$ cat src/rtl/uart_frame_pkg.sv
// Shared definitions for the "&&payload&&" string framing protocol,
// used by both the receive-side deframer and the transmit-side framer.
package uart_frame_pkg;

    localparam logic [7:0] FRAME_SIGN      = 8'h26;
    localparam int         DEF_MAX_LEN     = 137;
    localparam int         DEF_TIMEOUT_CYC = 50_000;

    typedef enum logic [4:0] {
        IDLE = 5'b00001,
        SOF1 = 5'b00010,
        DATA = 5'b00100,
        EOF1 = 5'b01000,
        HOLD = 5'b10000
    } frame_state_t;

    function automatic logic is_sign(input logic [7:0] b);
        return b == FRAME_SIGN;
    endfunction

endpackage

$ cat src/rtl/frame_buf_ram.sv
// Simple dual-port payload buffer: one write port, one registered read port.
// Only the read register is reset; the array itself keeps its contents.
module frame_buf_ram #(
    parameter int DEPTH = 137,
    parameter int AW    = 8
) (
    input  logic          clk,
    input  logic          srst,
    input  logic          i_we,
    input  logic [AW-1:0] i_waddr,
    input  logic [7:0]    i_wdata,
    input  logic [AW-1:0] i_raddr,
    output logic [7:0]    o_rdata
);

    logic [7:0] r_mem [DEPTH];
    logic [7:0] r_rdata;

    always_ff @(posedge clk) begin
        if (i_we) begin
            r_mem[i_waddr] <= i_wdata;
        end
    end

    always_ff @(posedge clk) begin
        if (srst) begin
            r_rdata <= 8'h00;
        end else begin
            r_rdata <= r_mem[i_raddr];
        end
    end

    assign o_rdata = r_rdata;

endmodule

$ cat src/rtl/uart_frame_rx.sv
// Receive-side deframer: strips the &&...&& delimiters from the uart_rx byte
// stream and holds the payload in a buffer until the application acks it.
module uart_frame_rx
    import uart_frame_pkg::*;
#(
    parameter int MAX_LEN     = DEF_MAX_LEN,
    parameter int TIMEOUT_CYC = DEF_TIMEOUT_CYC
) (
    input  logic       sys_clk,
    input  logic       sys_rst,
    input  logic [7:0] rx_data,
    input  logic       rx_vld,
    output logic       frm_vld,
    output logic [7:0] frm_len,
    input  logic       frm_ack,
    input  logic [7:0] rd_addr,
    output logic [7:0] rd_data,
    output logic       rx_busy,
    output logic       err_ovf,
    output logic       err_tmo,
    output logic       err_drop
);

    localparam int         TW       = (TIMEOUT_CYC > 0) ? $clog2(TIMEOUT_CYC + 1) : 1;
    localparam bit         TMO_EN   = (TIMEOUT_CYC != 0);
    localparam logic [TW-1:0] TMO_LAST = TW'((TIMEOUT_CYC > 0) ? TIMEOUT_CYC - 1 : 0);
    localparam logic [8:0] MAX_IDX  = 9'(MAX_LEN);

    frame_state_t  r_state, w_state_next;
    logic [7:0]    r_len, w_len_next;
    logic [7:0]    r_frm_len, w_frm_len_next;
    logic [TW-1:0] r_tmo_cnt, w_tmo_cnt_next;
    logic          r_err_ovf, w_err_ovf_next;
    logic          r_err_tmo, w_err_tmo_next;
    logic          r_err_drop, w_err_drop_next;

    logic          w_busy;
    logic          w_sign;
    logic          w_tmo_hit;
    logic          w_we;
    logic [8:0]    w_wr_idx;
    logic [7:0]    w_wr_addr;

    assign w_busy    = (r_state == SOF1) || (r_state == DATA) || (r_state == EOF1);
    assign w_sign    = is_sign(rx_data);
    // A byte arriving on the expiry cycle takes precedence over the timeout.
    assign w_tmo_hit = TMO_EN && w_busy && !rx_vld && (r_tmo_cnt == TMO_LAST);
    assign w_wr_addr = w_wr_idx[7:0];

    always_comb begin
        w_state_next    = r_state;
        w_len_next      = r_len;
        w_frm_len_next  = r_frm_len;
        w_err_ovf_next  = 1'b0;
        w_err_tmo_next  = 1'b0;
        w_err_drop_next = 1'b0;
        w_we            = 1'b0;
        w_wr_idx        = {1'b0, r_len};

        if (!TMO_EN || !w_busy || rx_vld || w_tmo_hit) begin
            w_tmo_cnt_next = '0;
        end else begin
            w_tmo_cnt_next = r_tmo_cnt + TW'(1);
        end

        unique case (r_state)
            IDLE: begin
                if (rx_vld && w_sign) begin
                    w_state_next = SOF1;
                end
            end
            SOF1: begin
                if (rx_vld) begin
                    if (w_sign) begin
                        w_state_next = DATA;
                        w_len_next   = 8'd0;
                    end else begin
                        w_state_next = IDLE;
                    end
                end
            end
            DATA: begin
                // A '&' is stored tentatively at buf[len]; EOF1 decides whether it stays.
                if (rx_vld) begin
                    if (w_wr_idx >= MAX_IDX) begin
                        w_err_ovf_next = 1'b1;
                        w_state_next   = IDLE;
                    end else begin
                        w_we = 1'b1;
                        if (w_sign) begin
                            w_state_next = EOF1;
                        end else begin
                            w_len_next = r_len + 8'd1;
                        end
                    end
                end
            end
            EOF1: begin
                if (rx_vld) begin
                    if (w_sign) begin
                        w_state_next   = HOLD;
                        w_frm_len_next = r_len;
                    end else begin
                        w_wr_idx = {1'b0, r_len} + 9'd1;
                        if (w_wr_idx >= MAX_IDX) begin
                            w_err_ovf_next = 1'b1;
                            w_state_next   = IDLE;
                        end else begin
                            w_we         = 1'b1;
                            w_len_next   = r_len + 8'd2;
                            w_state_next = DATA;
                        end
                    end
                end
            end
            HOLD: begin
                w_err_drop_next = rx_vld;
                if (frm_ack) begin
                    w_state_next = IDLE;
                end
            end
            default: begin
                w_state_next = IDLE;
            end
        endcase

        if (w_tmo_hit) begin
            w_err_tmo_next = 1'b1;
            w_state_next   = IDLE;
        end
    end

    always_ff @(posedge sys_clk) begin
        if (sys_rst) begin
            r_state    <= IDLE;
            r_len      <= 8'd0;
            r_frm_len  <= 8'd0;
            r_tmo_cnt  <= '0;
            r_err_ovf  <= 1'b0;
            r_err_tmo  <= 1'b0;
            r_err_drop <= 1'b0;
        end else begin
            r_state    <= w_state_next;
            r_len      <= w_len_next;
            r_frm_len  <= w_frm_len_next;
            r_tmo_cnt  <= w_tmo_cnt_next;
            r_err_ovf  <= w_err_ovf_next;
            r_err_tmo  <= w_err_tmo_next;
            r_err_drop <= w_err_drop_next;
        end
    end

    frame_buf_ram #(
        .DEPTH (MAX_LEN),
        .AW    (8)
    ) u_buf (
        .clk     (sys_clk),
        .srst    (sys_rst),
        .i_we    (w_we),
        .i_waddr (w_wr_addr),
        .i_wdata (rx_data),
        .i_raddr (rd_addr),
        .o_rdata (rd_data)
    );

    assign frm_vld  = (r_state == HOLD);
    assign frm_len  = r_frm_len;
    assign rx_busy  = w_busy;
    assign err_ovf  = r_err_ovf;
    assign err_tmo  = r_err_tmo;
    assign err_drop = r_err_drop;

endmodule
$ cat config.mk
export PLATFORM = sky130hd
export DESIGN_NAME = uart_frame_rx
export DESIGN_NICKNAME = d
export VERILOG_FILES = /design/src/rtl/uart_frame_pkg.sv /design/src/rtl/frame_buf_ram.sv /design/src/rtl/uart_frame_rx.sv
export SDC_FILE = /design/constraint.sdc
export NUM_CORES = 1
export LEC_CHECK = 0
export BUFFER_PORTS_ARGS = -buffer_cell sky130_fd_sc_hd__buf_2
export CAP_MARGIN = 20
export CORE_ASPECT_RATIO = 0.5
export CORE_MARGIN = 3
export CORE_UTILIZATION = 55
export DETAILED_ROUTE_END_ITERATION = 10
export PLACE_DENSITY = 0.72
export SLEW_MARGIN = 20
export SYNTH_ARGS = -nofsm -noshare
export SYNTH_HDL_FRONTEND = slang
export SYNTH_SLANG_ARGS = --single-unit
export TNS_END_PERCENT = 100
$ cat constraint.sdc
create_clock -name sys_clk -period 10.8 [get_ports sys_clk]
set_clock_uncertainty 0.2 [all_clocks]
set_input_delay 1.62 -clock sys_clk [delete_from_list [all_inputs] [get_ports sys_clk]]
set_output_delay 1.62 -clock sys_clk [all_outputs]
set_load 0.02 [all_outputs]
======== After elaboration in Yosys (flattened, before gate mapping) ========
Memories as Yosys holds them, arrays and structs flattened. A register that Yosys moved wholly into a read port is not among the register bits.
Cells that the tools add are included.
operators by class
  add/subtract/negate cells ............... 4
  magnitude comparators ................... 2
  equality and inequality tests ........... 18
  mux-type cells .......................... 38
  bitwise logic cells ..................... 1
  reductions and logical operators ........ 16
operator list
  operator                                             number
  two-way mux 8 bit                                    11
  two-way mux 5 bit                                    8
  case mux 5 bit (5 select lines)                      1
  case mux 8 bit (3 select lines)                      1
  != test 2 bit, second input constant                 9
  adder 16 x 1 -> 16 bit, second input constant        1
  equality test 16 bit, second input constant          1
  two-way mux 1 bit                                    13
  adder 8 x 1 -> 9 bit, second input constant          1
  >= comparator 9 x 8 -> 1 bit, second input constant  1
  AND reduction 9 bit                                  1
  adder 8 x 1 -> 8 bit, second input constant          1
  adder 8 x 2 -> 8 bit, second input constant          1
  equality test 8 x 6 -> 1 bit, second input constant  1
  >= comparator 8 bit, second input constant           1
  two-way mux 3 bit                                    2
  AND reduction 6 bit                                  1
  OR reduction 2 bit                                   3
  equality test 5 x 1 -> 1 bit, second input constant  1
  equality test 5 x 2 -> 1 bit, second input constant  1
  equality test 5 x 3 -> 1 bit, second input constant  1
  equality test 5 x 4 -> 1 bit, second input constant  1
  equality test 5 bit, second input constant           1
  logical OR 1 bit                                     4
  8 further kinds                                      12
word-level totals
  register bits after elaboration ......... 40
  memory bits (writable) .................. 1,096
  output and inout bits ................... 21
  memories ................................ 1
memories
  memory       depth  width  rd ports  clocked after memory_dff  wr ports  RTL line             RTL
  u_buf.r_mem  137    8      1         1                         1         frame_buf_ram.sv:16  logic [7:0] r_mem [DEPTH];

======== Logic depth before layout (Yosys ltp) ========
Gate-level depths: netlist of run 1.
  depth in word-level cells ............... 8
  depth in mapped cells ................... 13
  mapped depth without buffers ............ 8

======== Modules after synthesis ========
A second synthesis of run 1 with hierarchy kept.
unflattened totals
  cells, all modules ...................... 2,305
  area, all modules ....................... 45,446.1 sq um
by module, submodules not included
  module         instances  cells each  area each (sq um)  sequential area each (sq um)
  frame_buf_ram  1          2,001       42,939.9           33,071.7
  uart_frame_rx  1          304         2,506.2            800.8

======== Worst setup path before layout of run 1 ========
Ideal clock, no wire load.
  kind .................................... input to register
  from .................................... in rx_data[4]
  to ...................................... mem u_buf.r_mem[52][0], enable pin
  arrival ................................. 3.980 ns
  data required time ...................... 10.205 ns
  path slack .............................. 6.225 ns
  stages .................................. 7
  buffers on the path ..................... 1
  cell sequence ........................... nor4b_2 > a2111o_1 > buf_2 > nand2_1 > a21oi_1 > nor2_1 > nor4_1
between the ends
  longest elaborated chain between the ends .. 6
RTL lines
  what                                     RTL line              RTL
  start, declared                          uart_frame_rx.sv:11   input logic [7:0] rx_data,
  equality test 8 x 6 -> 1 bit *           uart_frame_pkg.sv:18  return b == FRAME_SIGN;
  two-way mux 1 bit                        uart_frame_rx.sv:100  if (w_sign) begin
  two-way mux 1 bit                        uart_frame_rx.sv:99   if (rx_vld) begin
  case mux 1 bit (2 select lines)          uart_frame_rx.sv:66   unique case (r_state)
  two-way mux 1 bit                        frame_buf_ram.sv:20   if (i_we) begin
  two-way mux 1 bit (implied by the code)  frame_buf_ram.sv:21   r_mem[i_waddr] <= i_wdata;
  end, declared                            frame_buf_ram.sv:16
Every way passes the cells marked *; elsewhere a longest branch is shown, timed or not.

======== Final worst setup path of run 1 ========
  from .................................... in rx_data[5]
  to ...................................... mem u_buf.r_mem[98][3], enable pin
The elaborated chain is that of the path after synthesis.

==> results of run 1 <==
power by group:
part	internal [uW]	switching, uW	leakage [uW]	total (uW)
clock network	2050	1600	0.00162	3650
logic	169	323	0.00394	492
registers	4860	13.8	0.0102	4880
total	7080	1930	0.0158	9010
logic make-up after synthesis:
group	count (synthesis)
simple gates	437
buf+inv	148
xor+xnor	20
mux	380
fa+ha+maj	6
flops	1144
compound gates	245
placed cells by master (no fill, tap or decap), types with 48 or more instances in the layout:
master and count:
buf_4 50, clkbuf_16 101, dfxtp_1 48, edfxtp_1 1096
mux2i_1 111, mux4_2 262, nand2_1 78, nor2_1 80
nor3_1 63, nor3_2 70
per-layer routing:
layer	wire length (um)	share of wire	global-route usage
met4	3500	0.032	0.0830
met3	11700	0.11	0.0673
met2	50000	0.45	0.378
met5	0	0	0
met1	45500	0.41	0.376
state kept, by name, indices dropped and copies added, names as in the netlist:
signal and count:
frm_len 8, r_len 8, err_ovf 1, r_tmo_cnt 16
err_tmo 1, u_buf.o_rdata 8, err_drop 1, u_buf.r_mem 1096
r_state 5
Yosys cell counts (19+ instances only):
master / number
mux2i_1: 111
o21ai_0: 39
o22ai_1: 19
a21oi_1: 41
nor4_1: 20
mux4_2: 262
nand2_1: 78
nor2_1: 82
nand3_1: 35
edfxtp_1: 1096
dfxtp_1: 48
a22oi_1: 37
nor3_1: 124
buf_2: 66
clkbuf_1: 51
final cells by class:
type / instances / area (sq um)
inverter: 11 / 43.8
sequential: 1144 / 33900
clock inverter: 61 / 689
tap: 1102 / 1380
clock buffer: 122 / 2630
multi-input combinational: 1088 / 11900
timing repair buffer: 92 / 642
fill: 5516 / 31000
worst max-delay path, delay by kind of cell:
family | cells | cell delay [ps]
simple gates | 3 | 2230
buf+inv | 1 | 580
compound gates | 3 | 1560
worst paths after layout:
kind	slack (ps)	cells past startpoint	endpoint	start
max	4800	7	u_buf.r_mem[98][3]	rx_data[5]
min	260	1	r_tmo_cnt[0]	r_tmo_cnt[0]
max reg2reg	5170	10	u_buf.r_mem[98][3]	r_len[1]
min reg2reg	260	1	r_tmo_cnt[0]	r_tmo_cnt[0]
through the flow:
stage          hold slack (ps)  power (uW)  cell area [sq um]  setup WS (ps)
2_1_floorplan              226        5260              45800           6230
3_3_place_gp               234        5450              47300           4380
3_5_place_dp               250        5460              47400           4120
4_1_cts                    266        9030              50700           4810
5_1_grt                    307        9260              51100           4570
6_report                   264        9010              51100           4800
==> run_results.csv, run 1 <==
group,metric,value,unit
timing,setup-tns-final,0,ps
power,power.density,176,nW/um^2
yosys,ys_seq_area_frac,0.739,
yosys,netlist_area,45800,sq um
setup_path,slowest_delay,1060,ps
min_path,hold_path.class,"register to register",
timing,timing.final.crit_share,0.556,
clock_tree,cts_tree,"done",
setup_path,slowest_stage,"nor3_1",
timing,setup_viol,0,
cells_and_area,final_core_util,0.623,
yosys,yosysWarnings,0,
setup_path,worstPathCellList,"buf_4 > nor4b_2 > a2111o_1 > o21ai_0 > o21ai_1 > nand2_1 > nor3_1",
yosys,synthMuxAreaShare,0.155,
timing,drv_slew,0,
setup_path,path_class,"primary input to register",
route,dr.pass1.iters,5,
clock_tree,cts_resized,0,
setup_path,worstPathMaxFanout,68,
power,p_leak,0.0158,uW
clock_tree,cts_max_level,3,
cells_and_area,drive_above_1_share,0.250,
die,dieWidth,414,um
route,drc,0,
global_routing,grt_max_degree,129,
clock_tree,cts_buffers,98,
yosys,synth_area_leaders,"edfxtp_1 (72%), mux4_2 (13%), mux2i_1 (2.4%)",
setup_path,start_kind,"primary input",
route,drt-total-wl,111000,um
cells_and_area,fin_cells,3620,
yosys,synth_async_sr_flop_share,0,
yosys,synth_enable_flop_cells,1096,
timing,worst_pin_slew,1250,ps
yosys,synth_top_family_by_area,"multiplexers",
timing,hold_viol_final,0,
die,die_h,210,um
yosys,syn_nets,2406,
route,drt-initial-drc-count,3461,
cells_and_area,area_delta_synth_final,11.5,%
clock_tree,path_clk_slew,70,ps
cells_and_area,n_antenna_cell,0,
route,ant_nets,0,
cells_and_area,nNetsFinal,2461,
placement,portBuffers,40,
power,peakVddDrop,0.000122,V
timing,period_needed,6000,ps
clock_tree,clkLatencyLatePin,680,ps
die,fp-row-count,74,
yosys,synth_top_area_frac,0.718,
die,io_pins,41,
yosys,ys_types,77,
global_routing,grt_usage,0.255,
die,die_area,87100,sq um
route,via_per_inst,6.68,
yosys,synth_fa_ha_area_frac,0.00164,
yosys,synth_xor_area_frac,0.00398,
route,vias,24200,
placement,dp_hpwl,68500,um
placement,dpl.cell_count,3431,
die,initial_core_util,0.558,
global_routing,grt_first_pass_wirelength,163000,um
yosys,synth-compound-area-share,0.0373,
setup_path,cp.arrival,6090,ps
timing,max_freq,167,MHz
yosys,synth_cells,2380,
clock_tree,cts_root_buf,"clkbuf_16",
global_routing,antenna_found_initial,1,
die,placeableCoreArea,82100,sq um
clock_tree,clockBufferDepth,3,
placement,gp_congestion,0.917,
timing,worst_slew_margin_rel,0.161,
job,cap_violations,0,
yosys,synthFlopType,"edfxtp_1",
global_routing,grt-ovfl-total,0,
clock_tree,hold_buffers,0,
global_routing,grt_pass1_vias,23600,
yosys,synth-simple-area-share,0.0487,
clock_tree,cts_sinks,1144,
timing,rsz0062_at_grt,"no",
yosys,yosysTopAreaCell,"edfxtp_1",
setup_path,required,10890,ps
route,wl_per_cell,30.6,um
status,outcome,"finished, final reports clean",
yosys,postSynthAreaPerCell,19.3,sq um
clock_tree,post_cts_buffers,0,
yosys,ys_seq_elements,1144,
setup_path,end_kind,"register",
(Power assumes the default switching activity.)
==> run 2, diff against run 1 <==
Clock period 10.8 ns to 5.6 ns, I/O delays scaled along.
==> run_results.csv, run 2 (synthesis results as in run 1) <==
group,metric,value,unit
status,outcome,"finished, final reports clean",
power,peakVddDrop,0.000221,V
clock_tree,cts_sinks,1144,
timing,setup_slack,1040,ps
cells_and_area,final_cell_mix,"edfxtp_1 (1096), mux4_2 (262), buf_4 (194)",
timing,setup_viol,0,
cells_and_area,drive_above_1_share,0.256,
route,via_per_inst,6.51,
global_routing,grt_first_pass_wirelength,165000,um
timing,period_needed,4560,ps
clock_tree,post_cts_buffers,0,
die,initial_core_util,0.558,
setup_path,critPathTopFamily,"simple AND/OR/NAND/NOR gates",
clock_tree,clkLatencyLatePin,690,ps
setup_path,start_kind,"register",
global_routing,antenna_found_initial,2,
setup_path,rrSetupSlack,1040,ps
cells_and_area,area_delta_synth_final,12.7,%
power,power.density,332,nW/um^2
setup_path,crit_top_cell,"buf_4",
placement,gp_congestion,0.920,
clock_tree,cts_root_buf,"clkbuf_16",
setup_path,path_class,"register to register",
setup_path,required,5840,ps
clock_tree,path_clk_slew,60,ps
timing,drv_slew,0,
cells_and_area,nNetsFinal,2601,
setup_path,crit_buf_inv,3,
global_routing,grt_usage,0.259,
cells_and_area,largest_register_ff_count,1096,
route,dr.pass1.iters,6,
placement,dp_hpwl,69400,um
clock_tree,hold_buffers,0,
min_path,hold_path.class,"register to register",
timing,max_freq,219,MHz
setup_path,slowest_delay,680,ps
route,wl_per_cell,29.5,um
global_routing,grt-ovfl-total,0,
timing,rsz0062_at_grt,"no",
clock_tree,clockBufferDepth,3,
route,drc,0,
timing,timing.final.crit_share,0.815,
setup_path,slowest_stage,"dfxtp_1",
setup_path,end_kind,"register",
die,placeableCoreArea,82100,sq um
cells_and_area,largest-register,"u_buf.r_mem",
clock_tree,cts_resized,0,
die,die_h,210,um
die,io_pins,41,
clock_tree,cts_tree,"done",
cells_and_area,layout_commonest_cell,"edfxtp_1",
route,drt-initial-drc-count,3379,
global_routing,grt_pass1_vias,24100,
cells_and_area,fillCellCount,5545,
timing,worst_slew_margin_rel,0.205,
die,die_area,87100,sq um
route,ant_nets,0,
die,fp-row-count,74,
global_routing,grt_max_degree,138,
setup_path,worstPathCellList,"ha_1 > nand3_1 > or3_1 > and2_1 > a22o_1 > a31oi_4 > buf_12 > buf_4 > nor3_1 > buf_4",
job,cap_violations,0,
clock_tree,cts_buffers,97,
timing,worst_pin_slew,1190,ps
die,dieWidth,414,um
placement,portBuffers,40,
setup_path,worstPathMaxFanout,64,
setup_path,cp.arrival,4800,ps
route,drt-total-wl,111000,um
power,p_leak,0.0165,uW
route,vias,24500,
cells_and_area,top_regs,"u_buf.r_mem: 1096 flops, r_tmo_cnt: 16 flops",
timing,setup-tns-final,0,ps
placement,dp_slack,907,ps
timing,hold_viol_final,0,
clock_tree,cts_max_level,3,
-- run 2: cell types whose count changed in the layout (fill, tap and decap cells not counted), moves of 4 or more --
cell and delta:
buf_4 +144, nor3_1 +61, nor3_2 -61, clkbuf_1 +11, clkinv_2 -9, nor4_2 +6
nor4_4 -6, a31oi_1 +5, buf_12 +5, buf_2 -4, clkinv_1 +4
-- run 2: metrics by stage --
step	utilization	instance area (sq um)	power, uW	instances	hold slack, ps
after floorplan	-	45800	10100	2380	226
after global placement	0.590	48500	10500	3578	238
after detailed placement	0.590	48500	10500	3578	257
after CTS	0.629	51600	17200	3760	272
after global routing	0.629	51700	17700	3760	278
final	0.629	51700	17200	3761	279
-- run 2: power by group --
group          total [uW]  internal (uW)  switching [uW]
Clock                6820           3810            3010
Combinational         943            335             607
Sequential           9410           9380            32.7
Total               17200          13500            3650
-- run 2: per-layer routing --
layer  part of all wire  track usage
met5           0.000063            0
met4              0.027       0.0767
met2               0.46        0.390
met3               0.11       0.0678
met1               0.41        0.380
-- run 2: area by class of cell --
| class | instances | area [sq um] | share of cell area |
|---|---|---|---|
| clock inverter | 49 | 515 | 0.00998 |
| multi-input combinational | 1088 | 11400 | 0.221 |
| timing repair buffer | 233 | 1780 | 0.0344 |
| tap | 1102 | 1380 | 0.0267 |
| inverter | 11 | 43.8 | 0.000848 |
| clock buffer | 133 | 2670 | 0.0516 |
| antenna | 1 | 2.50 | 0.0000484 |
| sequential | 1144 | 33900 | 0.656 |
-- run 2: path summary, 6_finish.rpt --
check / start / end / depth (start not counted)
worst max-delay path: r_len[1] / u_buf.r_mem[17][1] / 10
worst min-delay path: r_tmo_cnt[0] / r_tmo_cnt[0] / 1
worst min register to register: r_tmo_cnt[0] / r_tmo_cnt[0] / 1
worst max register to register: r_len[1] / u_buf.r_mem[17][1] / 10
